### config.mk
export PLATFORM = sky130hd
export DESIGN_NAME = alu_result_fifo_flat
export DESIGN_NICKNAME = d
export VERILOG_FILES = /design/src/rtl/alu_result_fifo_if.sv /design/src/rtl/alu_result_fifo.sv /design/src/flat_wrapper.sv
export SDC_FILE = /design/constraint.sdc
export NUM_CORES = 1
export LEC_CHECK = 0
export CORE_UTILIZATION = 45
export DETAILED_ROUTE_END_ITERATION = 12
export PLACE_DENSITY = 0.8
export SLEW_MARGIN = 20
export SYNTH_ARGS = -nofsm -noshare
export SYNTH_HDL_FRONTEND = slang
export SYNTH_SLANG_ARGS = --single-unit
### constraint.sdc
create_clock -name clk -period 3.4 [get_ports clk]
set_input_delay 0.68 -clock clk [delete_from_list [all_inputs] [get_ports clk]]
set_output_delay 0.68 -clock clk [all_outputs]
set_load 0.01 [all_outputs]
### src/rtl/alu_result_fifo_if.sv
// Handshake bundle between the ALU, the result FIFO and the writeback consumer.
// ALU_RESFIFO_OPCODE_EN adds the in_opcode/out_opcode fields.
interface alu_result_fifo_if #(
   parameter int WIDTH = 8
`ifdef ALU_RESFIFO_OPCODE_EN
   ,
   parameter int OPW = 3
`endif
);

   logic             in_valid;
   logic             in_ready;
   logic [WIDTH-1:0] in_y;
   logic             in_carry;
   logic             in_zero;
   logic             in_overflow;

   logic             out_valid;
   logic             out_ready;
   logic [WIDTH-1:0] out_y;
   logic             out_carry;
   logic             out_zero;
   logic             out_overflow;

`ifdef ALU_RESFIFO_OPCODE_EN
   logic [OPW-1:0]   in_opcode;
   logic [OPW-1:0]   out_opcode;

   // master: the producer/consumer environment; slave: the FIFO itself
   modport master (
      output in_valid, in_y, in_carry, in_zero, in_overflow, in_opcode, out_ready,
      input  in_ready, out_valid, out_y, out_carry, out_zero, out_overflow, out_opcode
   );

   modport slave (
      input  in_valid, in_y, in_carry, in_zero, in_overflow, in_opcode, out_ready,
      output in_ready, out_valid, out_y, out_carry, out_zero, out_overflow, out_opcode
   );
`else
   modport master (
      output in_valid, in_y, in_carry, in_zero, in_overflow, out_ready,
      input  in_ready, out_valid, out_y, out_carry, out_zero, out_overflow
   );

   modport slave (
      input  in_valid, in_y, in_carry, in_zero, in_overflow, out_ready,
      output in_ready, out_valid, out_y, out_carry, out_zero, out_overflow
   );
`endif

endinterface

### src/rtl/alu_result_fifo.sv
// First-word-fall-through FIFO for ALU result words with sticky carry/overflow status.
// Define ALU_RESFIFO_OPCODE_EN to also carry the producing opcode with each entry.
module alu_result_fifo #(
   parameter int WIDTH      = 8,
   parameter int OPW        = 3,
   parameter int FIFO_DEPTH = 4
) (
   input  logic                          clk,
   input  logic                          rst,
   alu_result_fifo_if.slave              bus,
   output logic [$clog2(FIFO_DEPTH):0]   count,
   output logic                          full,
   output logic                          empty,
   input  logic                          sticky_clr,
   output logic                          sticky_carry,
   output logic                          sticky_overflow
);

   localparam int PTR_W = $clog2(FIFO_DEPTH);
   localparam int CNT_W = PTR_W + 1;

   // Elaboration-time guard: pointer wrap relies on a power-of-two depth.
   if (FIFO_DEPTH < 2 || (FIFO_DEPTH & (FIFO_DEPTH - 1)) != 0 || OPW < 1 || WIDTH < 1)
   begin : g_bad_params
      $error("alu_result_fifo: FIFO_DEPTH must be a power of two >= 2, OPW and WIDTH >= 1");
   end

   typedef struct packed {
`ifdef ALU_RESFIFO_OPCODE_EN
      logic [OPW-1:0]   opcode;
`endif
      logic [WIDTH-1:0] y;
      logic             carry;
      logic             zero;
      logic             overflow;
   } entry_t;

   entry_t           mem_q [FIFO_DEPTH];
   entry_t           mem_d [FIFO_DEPTH];
   logic [PTR_W-1:0] wr_ptr_q, wr_ptr_d;
   logic [PTR_W-1:0] rd_ptr_q, rd_ptr_d;
   logic [CNT_W-1:0] count_q, count_d;
   logic             sticky_carry_q, sticky_carry_d;
   logic             sticky_overflow_q, sticky_overflow_d;

   logic   full_w;
   logic   empty_w;
   logic   push;
   logic   pop;
   entry_t entry_in;
   entry_t head;

   assign full_w  = (count_q == CNT_W'(FIFO_DEPTH));
   assign empty_w = (count_q == '0);

   // in_ready never looks at out_ready, so a full FIFO refuses a push even while popping.
   assign push = bus.in_valid && !full_w;
   assign pop  = bus.out_ready && !empty_w;

   always_comb begin
      entry_in          = '0;
      entry_in.y        = bus.in_y;
      entry_in.carry    = bus.in_carry;
      entry_in.zero     = bus.in_zero;
      entry_in.overflow = bus.in_overflow;
`ifdef ALU_RESFIFO_OPCODE_EN
      entry_in.opcode   = bus.in_opcode;
`endif
   end

   always_comb begin
      mem_d             = mem_q;
      wr_ptr_d          = wr_ptr_q;
      rd_ptr_d          = rd_ptr_q;
      count_d           = count_q;
      sticky_carry_d    = sticky_clr ? 1'b0 : sticky_carry_q;
      sticky_overflow_d = sticky_clr ? 1'b0 : sticky_overflow_q;

      if (push) begin
         mem_d[wr_ptr_q]   = entry_in;
         wr_ptr_d          = wr_ptr_q + PTR_W'(1);
         sticky_carry_d    = sticky_carry_d | bus.in_carry;
         sticky_overflow_d = sticky_overflow_d | bus.in_overflow;
      end

      if (pop) begin
         rd_ptr_d = rd_ptr_q + PTR_W'(1);
      end

      case ({push, pop})
         2'b10:   count_d = count_q + CNT_W'(1);
         2'b01:   count_d = count_q - CNT_W'(1);
         default: count_d = count_q;
      endcase
   end

   // Storage is left untouched by reset; count==0 already hides stale entries.
   always_ff @(posedge clk) begin
      if (rst) begin
         wr_ptr_q          <= '0;
         rd_ptr_q          <= '0;
         count_q           <= '0;
         sticky_carry_q    <= 1'b0;
         sticky_overflow_q <= 1'b0;
      end else begin
         mem_q             <= mem_d;
         wr_ptr_q          <= wr_ptr_d;
         rd_ptr_q          <= rd_ptr_d;
         count_q           <= count_d;
         sticky_carry_q    <= sticky_carry_d;
         sticky_overflow_q <= sticky_overflow_d;
      end
   end

   assign head = mem_q[rd_ptr_q];

   assign bus.in_ready     = !full_w;
   assign bus.out_valid    = !empty_w;
   assign bus.out_y        = empty_w ? '0 : head.y;
   assign bus.out_carry    = !empty_w && head.carry;
   assign bus.out_zero     = !empty_w && head.zero;
   assign bus.out_overflow = !empty_w && head.overflow;
`ifdef ALU_RESFIFO_OPCODE_EN
   assign bus.out_opcode   = empty_w ? '0 : head.opcode;
`endif

   assign count           = count_q;
   assign full            = full_w;
   assign empty           = empty_w;
   assign sticky_carry    = sticky_carry_q;
   assign sticky_overflow = sticky_overflow_q;

endmodule

### src/flat_wrapper.sv
// flat-port wrapper written by rule: the top's interface ports become plain ports
module alu_result_fifo_flat 
#(
   parameter int WIDTH      = 8,
   parameter int OPW        = 3,
   parameter int FIFO_DEPTH = 4
)
  (clk, rst, count, full, empty, sticky_clr, sticky_carry, sticky_overflow, bus_in_valid, bus_in_y, bus_in_carry, bus_in_zero, bus_in_overflow, bus_out_ready, bus_in_ready, bus_out_valid, bus_out_y, bus_out_carry, bus_out_zero, bus_out_overflow);
  alu_result_fifo_if #(.WIDTH(WIDTH)) bus_i ();
  input  logic clk;
  input  logic rst;
  output logic [$clog2(FIFO_DEPTH):0] count;
  output logic full;
  output logic empty;
  input  logic sticky_clr;
  output logic sticky_carry;
  output logic sticky_overflow;
  input wire logic [$bits(bus_i.in_valid)-1:0] bus_in_valid;
  input wire logic [$bits(bus_i.in_y)-1:0] bus_in_y;
  input wire logic [$bits(bus_i.in_carry)-1:0] bus_in_carry;
  input wire logic [$bits(bus_i.in_zero)-1:0] bus_in_zero;
  input wire logic [$bits(bus_i.in_overflow)-1:0] bus_in_overflow;
  input wire logic [$bits(bus_i.out_ready)-1:0] bus_out_ready;
  output wire logic [$bits(bus_i.in_ready)-1:0] bus_in_ready;
  output wire logic [$bits(bus_i.out_valid)-1:0] bus_out_valid;
  output wire logic [$bits(bus_i.out_y)-1:0] bus_out_y;
  output wire logic [$bits(bus_i.out_carry)-1:0] bus_out_carry;
  output wire logic [$bits(bus_i.out_zero)-1:0] bus_out_zero;
  output wire logic [$bits(bus_i.out_overflow)-1:0] bus_out_overflow;
  assign bus_i.in_valid = bus_in_valid;
  assign bus_i.in_y = bus_in_y;
  assign bus_i.in_carry = bus_in_carry;
  assign bus_i.in_zero = bus_in_zero;
  assign bus_i.in_overflow = bus_in_overflow;
  assign bus_i.out_ready = bus_out_ready;
  assign bus_in_ready = bus_i.in_ready;
  assign bus_out_valid = bus_i.out_valid;
  assign bus_out_y = bus_i.out_y;
  assign bus_out_carry = bus_i.out_carry;
  assign bus_out_zero = bus_i.out_zero;
  assign bus_out_overflow = bus_i.out_overflow;
  alu_result_fifo #(.WIDTH(WIDTH), .OPW(OPW), .FIFO_DEPTH(FIFO_DEPTH)) u_core (.clk(clk), .rst(rst), .bus(bus_i), .count(count), .full(full), .empty(empty), .sticky_clr(sticky_clr), .sticky_carry(sticky_carry), .sticky_overflow(sticky_overflow));
endmodule
# Yosys cells after proc, flatten, opt, wreduce, memory -nomap -nowiden
# Index checks and enable logic that the tools add are counted.
# op_classes
shift	0
n_eq_ne	3
n_bitwise	5
mul	0
div	0
mux	12
reduce_logical	11
n_addsub	4
magnitude_cmp	3
# ops
operator	count
$bwmux 44	1
$mux 11	3
$bmux 11 s2	1
$demux 11 s2	1
$mux 8	1
$ge 3x3->1 const B	2
$logic_and 1x1->1	6
$not 2->3	2
$pmux 3 s2	1
$add 2x1->2 const B	2
$mux 1	4
$add 3x1->3 const B	1
$eq 3x3->1 const B	1
$logic_not 3->1	1
$lt 3x1->1 const B	1
$sub 3x1->3 const B	1
$eq 2x1->1 const B	1
$eq 2x2->1 const B	1
$logic_not 1->1	2
$or 1x1->1	2
$reduce_and 2->1	1
$reduce_bool 2->1	1
$not 1->1	1
# totals
rom_bits	0
reg_bits	53
n_memories	0
out_inout_bits	20
latch_bits	0
ram_bits	0

# Logic depth before layout (Yosys ltp)
# Gate-level depths: netlist of the first run.
# logic_depth
ltp_word	6
mapped_depth	9
ltp_nobuf	8

# Worst setup path after synthesis of the first run
# Ideal clock, no wire load.
# synth_timing
kind	reg-to-reg
from	register u_core.count_q[2] (netlist: u_core.count[2])
to	register u_core.count_q[2] (netlist: u_core.count[2])
path_stages_with_launch	10
slack_ps	1005
path_buffers	1
arrival_time_ps	2324
setup_ps	71
cell_sequence	dfxtp_1 > or3b_1 > buf_6 > nand2_1 > ha_1 > inv_1 > fa_1 > xor2_1 > or3_2 > a21oi_1
# synth_via
elab_chain_len	5
elab_cells_between_ends	12
cone_classes	add/sub: 2; eq/ne: 3; mux: 1; reduce/logical: 6
# synth_rtl
element	line	source
start, declared	alu_result_fifo.sv:42	logic [CNT_W-1:0] count_q, count_d;
start signal, assigned	alu_result_fifo.sv:109	count_q <= count_d;
$eq 3x3->1 *	alu_result_fifo.sv:53	assign full_w = (count_q == CNT_W'(FIFO_DEPTH));
$logic_not 1->1 *	--	
via bus_in_ready	flat_wrapper.sv:24	output wire logic [$bits(bus_i.in_ready)-1:0] bus_in_ready;
$logic_and 1x1->1 *	alu_result_fifo.sv:57	assign push = bus.in_valid && !full_w;
$eq 2x1->1 / $eq 2x2->1 (equally long branches)	alu_result_fifo.sv:90	case ({push, pop})
$pmux 3 s2 / $reduce_bool 2->1 (equally long branches)	--	
# The timed path passes the listed nets; every way through them passes the cells marked *.
# A chain may end at the register's enable or synchronous reset.

# Final worst setup path of the first run
# layout_timing
from	register u_core.rd_ptr_q[0]
to	output bus_out_y[0]
# layout_via
elab_chain_len	5
# layout_rtl
element	line	source
start, declared	alu_result_fifo.sv:41	logic [PTR_W-1:0] rd_ptr_q, rd_ptr_d;
start signal, assigned	alu_result_fifo.sv:108	rd_ptr_q <= rd_ptr_d;
$not 2->3 (implied by the code)	alu_result_fifo.sv:115	assign head = mem_q[rd_ptr_q];
$bmux 11 s2	alu_result_fifo.sv:115	
$mux 11 (implied by the code) (2 in a row)	alu_result_fifo.sv:115	
$mux 8	alu_result_fifo.sv:119	assign bus.out_y = empty_w ? '0 : head.y;
end, declared	flat_wrapper.sv:26	output wire logic [$bits(bus_i.out_y)-1:0] bus_out_y;
# No other way between the ends. The select of a mux whose other input is x is not followed.

==> metrics.cfg, run 1 <==
[grt]
grt-busiest-layer = met2
grtUsageMet2 = 0.288
overflow = 0
grt_pass1_wl_um = 6000
gr-usage-all-layers = 0.162
antenna_found_initial = 0
use_met3 = 0.0458
grt_use_met1 = 0.190
grt_max_degree = 16
grt_pass1_vias = 1219

[logic_synthesis]
netlist_area_sq_mm = 0.00220
synth.distinct_cells = 26
synthArstFlopShare = 0
synth-edff-count = 44
synth.avg_cell_area_sq_um = 17.2
synth-xor-area-share = 0.0119
syn_inst = 128
synth_fp_nets = 150
yosysSeqAreaShare = 0.681
yosys_register_bits = 53
yosysWarnings = 0
synth_fa_ha_area_frac = 0.0375
synth_compound_area_frac = 0.0358
ys.flop_type = edfxtp_1
synth.mux.area_fraction = 0.126
synth_top_family_by_area = multiplexers
yosys.area_share.simple = 0.0755

[power]
comb_power_share = 0.364
swShare = 0.282
pwr-share-seq = 0.416
powerDensity_mw_per_mm2 = 703
p_leak_nw = 0.948
p_clk_frac = 0.220
switchingPower_w = 0.000549
p_int_w = 0.00140
ir_drop_mv = 0.254

[finish]
final_cell_mix = edfxtp_1, clkdlybuf4s50_1, nor2b_1
final_common_cell = edfxtp_1
num-nets-final = 193
drive_gt1_frac = 0.110
diodes = 0
syn2layout_area_growth_pct = 25.6

[placement]
gp_congestion = 0.648
hpwl_um = 2650
port_buffers = 35
dp_slack_ps = 537

[timing]
worst_slack_ps = 436
tightest_slew_ps = 553
rsz0062_at_grt = false
fin_setup_tns_ps = 0
finalMaxSlewViolations = 0
fin_hold_ws_ps = 524
slew_headroom = 0.631
period_needed_ps = 2960
finalSetupViolations = 0
period_share = 0.872
skew_ps = 6.16
fmax_ghz = 0.337
final_hold_viol_count = 0

[clocking]
post_cts_buffers = 0
htree_num_levels = 2
cts_root_buf = clkbuf_8
clk_latency_ps = 300
numCtsBuffers = 5
holdBufCountCts = 0
cts.sinks = 53
postCtsResizedCells = 0
clk_pin_slew_ps = 80
cts_buffer_depth = 2
cts_tree = built

[setup_path]
critPathArrivalTime_ps = 2280
start_kind = flop
reg2reg_depth = 8
critPathCaptureType = primary output
worstSetupPathType = flop to primary output
cp_max_fo = 7
critical_path_required_ps = 2720

[drt]
drc = 0
vias = 1219
viasPerCell = 5.10
ant_nets = 0
drt-initial-drc-count = 88
routed_wl_um = 3790
drtPass1Iterations = 4
avgRoutedWirePerCell_um = 15.8

[die]
die_y_um = 72.0
core.rowCount = 25
die_w_um = 72.0
io_pins = 36
design.die.area_sq_mm = 0.00518
start_util = 0.466
design.core.area_sq_mm = 0.00472

[job]
max-cap-violations = 0

[hold_path]
holdPathStages = 2
hp-class = flop to flop

[run_status]
status = finished, final reports clean

-- per-layer routing --
metal	share of wire	vias up
li1	-	571
met2	0.54	32
met5	0	-
met4	0.013	0
met3	0.041	5
met1	0.41	611
-- kinds of logic after synthesis --
group	after synthesis
compound gates	12
fa+ha+maj	6
flops	53
buf+inv	14
mux	11
simple gates	29
xor+xnor	3
-- Yosys cell counts (3+ instances only) --
cell type,number,area share
ha_1,5,0.028
dfxtp_1,9,0.082
edfxtp_1,44,0.60
xor2_1,3,0.012
inv_1,9,0.015
mux4_2,3,0.031
mux4_1,8,0.095
nor3b_1,4,0.014
nor2_1,6,0.010
nor2b_1,11,0.031
a21oi_1,4,0.0091
-- worst paths after layout --
check | start | endpoint | slack (ps)
worst max register to register | u_core.count[2] | u_core.count[2] | 780
worst min-delay path | u_core.sticky_overflow | u_core.sticky_overflow | 520
worst min register to register | u_core.sticky_overflow | u_core.sticky_overflow | 520
worst max-delay path | u_core.rd_ptr_q[0] | bus_out_y[0] | 440
-- worst max-delay path: stages, from the launching register on --
cell	delay (ps)
dfxtp_1	550
buf_4	260
mux4_1	560
nor2b_1	140
clkdlybuf4s50_1	470
-- flip-flops by register name, indices dropped and copies added, names as in the netlist --
| register | flops |
|---|---|
| u_core.sticky_overflow | 1 |
| u_core.wr_ptr_q | 2 |
| u_core.rd_ptr_q | 2 |
| u_core.mem_q | 44 |
| u_core.count | 3 |
| u_core.sticky_carry | 1 |
-- per-stage QoR --
stage	cell area, sq um	total power (W)	util	instances
2_1_floorplan	2200	0.00120	-	128
3_3_place_gp	2650	0.00152	0.561	231
3_5_place_dp	2650	0.00154	0.561	231
4_1_cts	2770	0.00197	0.586	239
5_1_grt	2770	0.00205	0.586	239
6_report	2770	0.00195	0.586	239
-- layout make-up --
class                   instances  area [sq um]
clock inverters                 1          30.0
well taps                      67          83.8
clock buffers                   7          86.3
flip-flops and latches         53          1500
multi-input cells              61           637
inverters                       9          33.8
repair buffers                 41           395
fillers                       360          1960
-- power by group through the flow --
stage / Combinational (W) / Clock [W] / Sequential, W
floorplan: 0.000392 / 0 / 0.000811
global placement: 0.000699 / 0 / 0.000819
detailed placement: 0.000716 / 0 / 0.000826
CTS: 0.000719 / 0.000439 / 0.000811
global route: 0.000765 / 0.000465 / 0.000819
finish: 0.000708 / 0.000428 / 0.000810
Power figures use the tool's default switching activity.
==> run 2: changes to the inputs <==
HOLD_SLACK_MARGIN = 0.1   (was not set)
==> results of run 2 <==
Same layout as run 1: the final DEF is identical, and so are final timing and power.
==> run 3: changes to the inputs <==
PLACE_DENSITY = 0.69   (was 0.8)
==> run 3 against run 2 <==
Wire length is 2.5% higher. Critical path depth did not move. Sequential power is 1% lower. First-iteration DRC count grew 6.8%. Fmax increased by 3.8%. Flip-flop and latch count did not move. Final cell count rose by 0.84%. Setup slack improved by 110 ps. Critical path type unchanged. Largest cell class unchanged. Highest routed layer unchanged.
==> metrics.cfg, run 3 (same netlist as run 1, synthesis figures left out) <==
[drt]
viasPerCell = 5.10
drt-initial-drc-count = 94
drc = 0
ant_nets = 0
vias = 1230
routed_wl_um = 3880
drtPass1Iterations = 4
avgRoutedWirePerCell_um = 16.1

[setup_path]
critical_path_required_ps = 2720
worstSetupPathType = flop to primary output
r2r-start = u_core.count[2]
critPathCaptureType = primary output
worstReg2RegEnd = u_core.count[2]
critPathArrivalTime_ps = 2180
reg2reg_depth = 8
r2r_slack_ps = 810
start_kind = flop
cp_max_fo = 6

[die]
design.die.area_sq_mm = 0.00518
start_util = 0.466
design.core.area_sq_mm = 0.00472
core.rowCount = 25
die_w_um = 72.0
io_pins = 36
die_y_um = 72.0

[power]
p_total_w = 0.00188
p_leak_nw = 0.942
powerDensity_mw_per_mm2 = 684
ir_drop_mv = 0.290

[clocking]
cts_tree = built
cts_buffer_depth = 2
cts_root_buf = clkbuf_8
cts.sinks = 53
postCtsResizedCells = 0
htree_num_levels = 2
clk_latency_ps = 310
numCtsBuffers = 5
post_cts_buffers = 0
clk_pin_slew_ps = 100
holdBufCountCts = 0

[finish]
syn2layout_area_growth_pct = 24.7
largest_register = u_core.mem_q
final_common_cell = edfxtp_1
num-nets-final = 195
final_cell_mix = edfxtp_1, clkdlybuf4s50_1, nor2b_1
diodes = 0
drive_gt1_frac = 0.121
largest_reg_flops = 44

[hold_path]
hold_start = u_core.sticky_overflow
hold_path_end = u_core.sticky_overflow
holdPathStages = 2
hp-class = flop to flop

[timing]
period_share = 0.840
skew_ps = 6.71
fin_setup_tns_ps = 0
fmax_ghz = 0.350
period_needed_ps = 2860
finalSetupViolations = 0
slew_headroom = 0.589
tightest_slew_ps = 616
finalMaxSlewViolations = 0
final_hold_viol_count = 0
rsz0062_at_grt = false

[placement]
gp_congestion = 0.645
hpwl_um = 2640
port_buffers = 35

[grt]
overflow = 0
grt_pass1_vias = 1243
antenna_found_initial = 0
grt_pass1_wl_um = 6270
grt_max_degree = 17
gr-usage-all-layers = 0.168

[run_status]
status = finished, final reports clean

[job]
max-cap-violations = 0

==> run 3: metal layers <==
| metal | global-route usage | vias up | part of all wire |
|---|---|---|---|
| li1 | - | 578 | - |
| met1 | 0.206 | 611 | 0.42 |
| met2 | 0.286 | 36 | 0.51 |
| met3 | 0.0417 | 5 | 0.049 |
| met4 | 0.0719 | 0 | 0.019 |
| met5 | 0 | - | 0 |
==> run 3: power breakdown <==
| part | total (W) | switching [W] | internal, W |
|---|---|---|---|
| Clock | 0.000341 | 0.000199 | 0.000142 |
| Sequential | 0.000802 | 0.0000469 | 0.000755 |
| Combinational | 0.000735 | 0.000323 | 0.000412 |
| Total | 0.00188 | 0.000569 | 0.00131 |
==> run 3: critical path: stages (launching register included) <==
cell	delay, ps
dfxtp_1	420
buf_4	220
mux4_1	580
nor2b_1	170
clkdlybuf4s50_1	480
==> run 3: worst max path at each step <==
| stage | from | end | depth (start not counted) |
|---|---|---|---|
| after global routing | u_core.rd_ptr_q[0] | bus_out_carry | 4 |
| after floorplan | u_core.count[2] | u_core.count[2] | 9 |
| after global placement | bus_in_valid | u_core.count[2] | 8 |
| final | u_core.rd_ptr_q[0] | bus_out_carry | 4 |
| after CTS | u_core.rd_ptr_q[0] | bus_out_carry | 4 |
| after detailed placement | bus_in_valid | u_core.count[2] | 8 |
==> run 3: stage by stage <==
| stage | std cells | hold slack, ps | utilization | worst slack [ps] | instance area, sq um |
|---|---|---|---|---|---|
| after floorplan | 128 | 513 | - | 1010 | 2200 |
| after global placement | 233 | 478 | 0.563 | 638 | 2660 |
| after detailed placement | 233 | 507 | 0.563 | 527 | 2660 |
| after CTS | 241 | 532 | 0.582 | 529 | 2750 |
| after global routing | 241 | 564 | 0.582 | 452 | 2750 |
| final | 241 | 517 | 0.582 | 544 | 2750 |
==> run 3: cell type report <==
cell class	instances	area [sq um]
timing repair buffer	43	410
tap	67	83.8
clock buffer	5	68.8
sequential	53	1500
multi-input combinational	61	632
clock inverter	3	17.5
inverter	9	33.8
fill	367	1980
